[src/rtl/gray_counter_pkg.sv]
// Shared constants and helpers for the prescaled Gray-code counter.
// gray2bin is not used by the RTL; it is provided for decoding the count elsewhere.
package gray_counter_pkg;

   localparam int N_MAX = 8;

   function automatic logic [N_MAX-1:0] bin2gray(input logic [N_MAX-1:0] b);
      return b ^ (b >> 1);
   endfunction

   function automatic logic [N_MAX-1:0] gray2bin(input logic [N_MAX-1:0] g);
      logic [N_MAX-1:0] b;
      b[N_MAX-1] = g[N_MAX-1];
      for (int i = N_MAX - 2; i >= 0; i--) begin
         b[i] = b[i+1] ^ g[i];
      end
      return b;
   endfunction

   // Prescaler width: clog2(div), never narrower than one bit.
   function automatic int pre_width(input longint unsigned div);
      int w;
      w = $clog2(div);
      return (w < 32'sd1) ? 32'sd1 : w;
   endfunction

endpackage

[src/rtl/gray_counter_param_tick_prescaler.sv]
// Free-running divide-by-DIV prescaler; tick is high on the last enabled cycle of each period.
module tick_prescaler
   import gray_counter_pkg::*;
#(
   parameter int unsigned DIV = 32'd25000000
) (
   input  logic clk,
   input  logic reset,
   input  logic clr,
   input  logic en,
   output logic tick
);

   localparam int             PW       = pre_width(longint'(DIV));
   localparam logic [PW-1:0]  PRE_LAST = PW'(DIV - 32'd1);

   logic [PW-1:0] r_pre;

   // Prescale counter: wraps at DIV-1, so with DIV=1 it stays at zero.
   always_ff @(posedge clk) begin
      if (reset) begin
         r_pre <= '0;
      end else if (clr) begin
         r_pre <= '0;
      end else if (en) begin
         if (r_pre == PRE_LAST) begin
            r_pre <= '0;
         end else begin
            r_pre <= r_pre + PW'(32'd1);
         end
      end else begin
         r_pre <= r_pre;
      end
   end

   assign tick = en && (r_pre == PRE_LAST);

endmodule

[src/rtl/gray_counter_param.sv]
// Prescaled N-bit Gray-code counter with registered step/wrap pulses.
// Build option GRAY_COUNTER_UPDOWN_EN enables down counting through dir.
module gray_counter_param
   import gray_counter_pkg::*;
#(
   parameter int          N   = 5,
   parameter int unsigned DIV = 32'd25000000
) (
   input  logic         clk,
   input  logic         reset,
   input  logic         en,
   input  logic         clr,
   input  logic         dir,
   output logic [N-1:0] gray_count,
   output logic         step,
   output logic         wrap
);

   logic         w_tick;
   logic [N-1:0] w_bin_next;
   logic [N-1:0] w_gray_next;
   logic         w_wrap_next;
   logic [N-1:0] r_bin;
   logic [N-1:0] r_gray;
   logic         r_step;
   logic         r_wrap;

   tick_prescaler #(
      .DIV (DIV)
   ) u_prescaler (
      .clk   (clk),
      .reset (reset),
      .clr   (clr),
      .en    (en),
      .tick  (w_tick)
   );

   // Next binary value and terminal-count detect for the coming step.
`ifdef GRAY_COUNTER_UPDOWN_EN
   always_comb begin
      w_bin_next  = r_bin + N'(32'd1);
      w_wrap_next = (r_bin == {N{1'b1}});
      if (dir) begin
         w_bin_next  = r_bin - N'(32'd1);
         w_wrap_next = (r_bin == {N{1'b0}});
      end else begin
         w_bin_next  = r_bin + N'(32'd1);
         w_wrap_next = (r_bin == {N{1'b1}});
      end
   end
`else
   logic w_dir_unused;
   assign w_dir_unused = dir;

   always_comb begin
      w_bin_next  = r_bin + N'(32'd1);
      w_wrap_next = (r_bin == {N{1'b1}});
   end
`endif

   // Gray value is derived from the new binary count so both update together.
   assign w_gray_next = N'(bin2gray(N_MAX'(w_bin_next)));

   // Count pipeline: reset beats clr, clr beats counting.
   always_ff @(posedge clk) begin
      if (reset) begin
         r_bin  <= '0;
         r_gray <= '0;
         r_step <= 1'b0;
         r_wrap <= 1'b0;
      end else if (clr) begin
         r_bin  <= '0;
         r_gray <= '0;
         r_step <= 1'b0;
         r_wrap <= 1'b0;
      end else if (w_tick) begin
         r_bin  <= w_bin_next;
         r_gray <= w_gray_next;
         r_step <= 1'b1;
         r_wrap <= w_wrap_next;
      end else begin
         r_bin  <= r_bin;
         r_gray <= r_gray;
         r_step <= 1'b0;
         r_wrap <= 1'b0;
      end
   end

   assign gray_count = r_gray;
   assign step       = r_step;
   assign wrap       = r_wrap;

endmodule
[config.mk]
export PLATFORM = sky130hd
export DESIGN_NAME = gray_counter_param
export DESIGN_NICKNAME = d
export VERILOG_FILES = /design/src/rtl/gray_counter_pkg.sv /design/src/rtl/gray_counter_param_tick_prescaler.sv /design/src/rtl/gray_counter_param.sv
export SDC_FILE = /design/constraint.sdc
export NUM_CORES = 1
export LEC_CHECK = 0
export CELL_PAD_IN_SITES_DETAIL_PLACEMENT = 1
export CELL_PAD_IN_SITES_GLOBAL_PLACEMENT = 2
export CORE_ASPECT_RATIO = 2
export CORE_MARGIN = 3
export CORE_UTILIZATION = 36
export CTS_CLUSTER_DIAMETER = 50
export DETAILED_ROUTE_END_ITERATION = 6
export GPL_TIMING_DRIVEN = 1
export PLACE_DENSITY = 0.86
export RECOVER_POWER = 50
export SLEW_MARGIN = 20
export SYNTH_ARGS = -nofsm -noshare
export SYNTH_HDL_FRONTEND = slang
export SYNTH_SLANG_ARGS = --single-unit
[constraint.sdc]
create_clock -name clk -period 2.5 [get_ports clk]
set_input_delay 0.375 -clock clk [delete_from_list [all_inputs] [get_ports clk]]
set_output_delay 0.375 -clock clk [all_outputs]
set_load 0.02 [all_outputs]
==> impl_metrics.py <==
metrics = {
    "power": {
        "power.share.switching": 0.2154,
        "net-switching-power_w": 0.0002223,
        "power.static_leakage_nw": 0.6415,
        "power-per-cell-area_nw_per_um2": 519.1,
        "ir_worst_vdd_mv": 0.3433,
        "seq_power_share": 0.557,
        "clkPwrFrac": 0.420,
        "share_comb_of_total_power": 0.022,
        "cell_internal_pwr_w": 0.0008097,
    },
    "setup_path": {
        "reg_to_reg_startpoint": "u_prescaler.r_pre[9]$_SDFFE_PP0P_",
        "sort_of_element_at_the_start_of_the_critical_path": "register",
        "timing.critical_path.from": "u_prescaler.r_pre[9]$_SDFFE_PP0P_",
        "worst-path-buf-inv": 0,
        "setup.worst_path.class": "reg -> reg",
        "critPathCaptureType": "register",
        "setup.worst_path.end": "r_bin[3]$_SDFFE_PP0P_",
        "reg2reg_to": "r_bin[3]$_SDFFE_PP0P_",
        "gate_family_responsible_for_the_most_delay_along_the_worst_path": "simple AND/OR/NAND/NOR gates",
        "critical_path.max_stage_delay_ns": 0.65,
        "cpMaxStageDelayCell": "sky130_fd_sc_hd__or4_4",
        "worst-r2r-setup-slack_ns": 0.20,
        "rr_worst_depth": 4,
        "worstPathRequired_ns": 2.72,
        "path_depth": 4,
        "worst-path-max-fanout": 14,
        "cell_chain_critical_path": "or4bb_1 > or4_4 > or4_1 > a21oi_1",
        "arrival_ns": 2.52,
    },
    "cts": {
        "ctsResizeCount": 0,
        "max-clock-path-buffers": 2,
        "cts.htree.levels": 2,
        "worstSkewPairLatency_ns": 0.28,
        "clkTransAtPathRegs_ns": 0.07,
        "post_cts_hold_buffer_count": 0,
        "tritoncts": "yes",
        "tritoncts_num_sinks": 36,
        "cts_buffers": 5,
        "clockRootBuffer": "sky130_fd_sc_hd__clkbuf_8",
        "post_cts_buffers": 0,
    },
    "synth": {
        "synth_enable_flop_cells": 0,
        "postSynthRegisterBits": 36,
        "synth.yosys.warnings": 0,
        "yosysSeqAreaShare": 0.4147,
        "synth-async-reset-ratio": 0,
        "netlist_area_sq_um": 1738,
        "synth.distinct_cells": 33,
        "post_synth_inst_count": 195,
        "synth_nets": 203,
        "dominantRegCellSynth": "sky130_fd_sc_hd__dfxtp_1",
        "synth_area_per_cell_sq_um": 8.912,
    },
    "detailed_routing": {
        "routed_wl_mm": 4.110,
        "wl_per_cell_microns": 15.69,
        "drt_iter0_drc": 17,
        "mean_number_of_vias_per_cell": 5.775,
        "drtAntennaViolNets": 0,
        "route.vias.total": 1513,
        "post-route-drc-count": 0,
        "drt_pre_antenna_iters": 4,
    },
    "floorplanning": {
        "num_rows": 35,
        "full_die_area_sq_um": 5748,
        "io-pin-count": 12,
        "die_w_microns": 55.13,
        "design.core.area_sq_um": 4642,
        "floorplan.initialDensity": 0.3744,
        "chipHeight_microns": 104.3,
    },
    "timing": {
        "timing.final.setup_violations": 0,
        "finalWorstPathRequiredPeriod_ns": 2.301,
        "fmax_ghz": 0.4347,
        "final-max-slew-violation-count": 0,
        "slew_headroom": 0.7129,
        "holdWs_ns": 0.4769,
        "worst-slew-pin-transition_ns": 0.4294,
        "hold_violations": 0,
        "post-route-period-util": 0.9202,
        "grt_setup_unrepaired": "false",
        "fin_skew_ns": 0.002947,
        "setup_tns_ns": 0,
    },
    "cells_and_area": {
        "layout_common_cells": "sky130_fd_sc_hd__dfxtp_1, sky130_fd_sc_hd__a21oi_1, sky130_fd_sc_hd__nand4_1",
        "design.final.nets": 214,
        "share_of_final_layout_standard_cells_stronger_than_drive_strength_1": 0.07246,
        "antenna_cells_inserted": 0,
        "fin_util": 0.4283,
        "layout-area-overhead-vs-synth_pct": 14.40,
        "final_common_cell": "sky130_fd_sc_hd__dfxtp_1",
    },
    "global_route": {
        "number_of_global_route_vias_before_repair": 1649,
        "gr-total-overflow": 0,
        "global_route_wire_length_before_repair_mm": 7.203,
        "grt_usage": 0.1647,
        "antenna_violations_before_repair": 0,
        "grt_max_degree": 26,
    },
    "place": {
        "hpwlAfterDp_mm": 3.106,
        "place.port_buffers": 10,
        "globalplace.congestion": 0.7717,
    },
    "flow_run": {
        "max_cap_violations": 0,
    },
    "min_path": {
        "timing.hold.worst_path_depth": 2,
        "hold_path.startpoint": "gray_count[3]$_SDFFE_PP0P_",
        "classification_of_the_worst_slack_hold_path": "reg -> reg",
    },
    "run_status": {
        "result_of_the_run": "complete, no violations",
    },
}
## registers in the layout, summed over array words and instances, names as in the netlist
name	cells
gray_count	4
step	1
r_bin	5
u_prescaler.r_pre	25
wrap	1
## metrics by stage
stage	worst slack, ns	cell area (sq um)	total power, W	instances
CTS	0.1849	1996	0.001047	262
finish	0.1995	1988	0.001032	262
detailed placement	0.1973	1906	0.0006123	254
global placement	0.2620	1906	0.0006109	254
global route	0.1123	1988	0.001076	262
floorplan	0.3235	1738	0.0006003	195
## area by class of cell
cell class,instances,area [sq um]
multi-input cells,143,935.9
inverters,3,11.26
flip-flops and latches,36,720.7
well taps,55,68.82
clock buffers,8,90.09
repair buffers,17,161.4
fillers,568,2654
## worst min-delay path by stage
stage	to
final	gray_count[3]$_SDFFE_PP0P_
after CTS	u_prescaler.r_pre[24]$_SDFFE_PP0P_
after global routing	gray_count[3]$_SDFFE_PP0P_
after floorplan	u_prescaler.r_pre[24]$_SDFFE_PP0P_
after detailed placement	u_prescaler.r_pre[24]$_SDFFE_PP0P_
after global placement	gray_count[3]$_SDFFE_PP0P_
## layer usage
| metal | track usage | vias up | part of all wire |
|---|---|---|---|
| met2 | 0.3076 | 12 | 0.58 |
| met5 | 0 | - | 0 |
| met1 | 0.1634 | 752 | 0.39 |
| met3 | 0.02726 | 6 | 0.018 |
| li1 | - | 743 | - |
| met4 | 0.06609 | 0 | 0.019 |
## Yosys cell counts, drive strengths merged, types with 3 or more instances
master  number  area, sq um
a21oi       21        105.1
nand4       14        87.58
and2         5        31.28
clkbuf       7        26.28
o21ai       10        50.05
o31ai       11        82.58
xor2         8        70.07
or4         12        93.84
xnor2        8        70.07
ha           3        37.54
buf          6        40.03
and4         4        35.03
nand2        8        30.03
dfxtp       36        720.7
nand3        5        25.02
inv          3        11.26
or3          7        43.79
nor2        12        45.04
and3         5        31.28
## worst reg2reg max path, stage by stage, from the launching register on
cell,delay [ns]
sky130_fd_sc_hd__dfxtp_1,0.37
sky130_fd_sc_hd__or4bb_1,0.55
sky130_fd_sc_hd__or4_4,0.65
sky130_fd_sc_hd__or4_1,0.53
sky130_fd_sc_hd__a21oi_1,0.14
## logic make-up after synthesis
group	synth area share
compound gates	0.1512
xor+xnor	0.09431
fa+ha+maj	0.02160
buf+inv	0.04463
flops	0.4147
mux	0.005760
simple gates	0.2678
## power by group through the flow
stage | Clock, W | Sequential (W) | Combinational (W)
after floorplan | 0 | 0.000588 | 0.0000120
after global placement | 0 | 0.000588 | 0.0000226
after detailed placement | 0 | 0.000588 | 0.0000238
after CTS | 0.000448 | 0.000575 | 0.0000239
after global routing | 0.000476 | 0.000575 | 0.0000252
final | 0.000434 | 0.000575 | 0.0000231
Power figures use the tool's default switching activity.
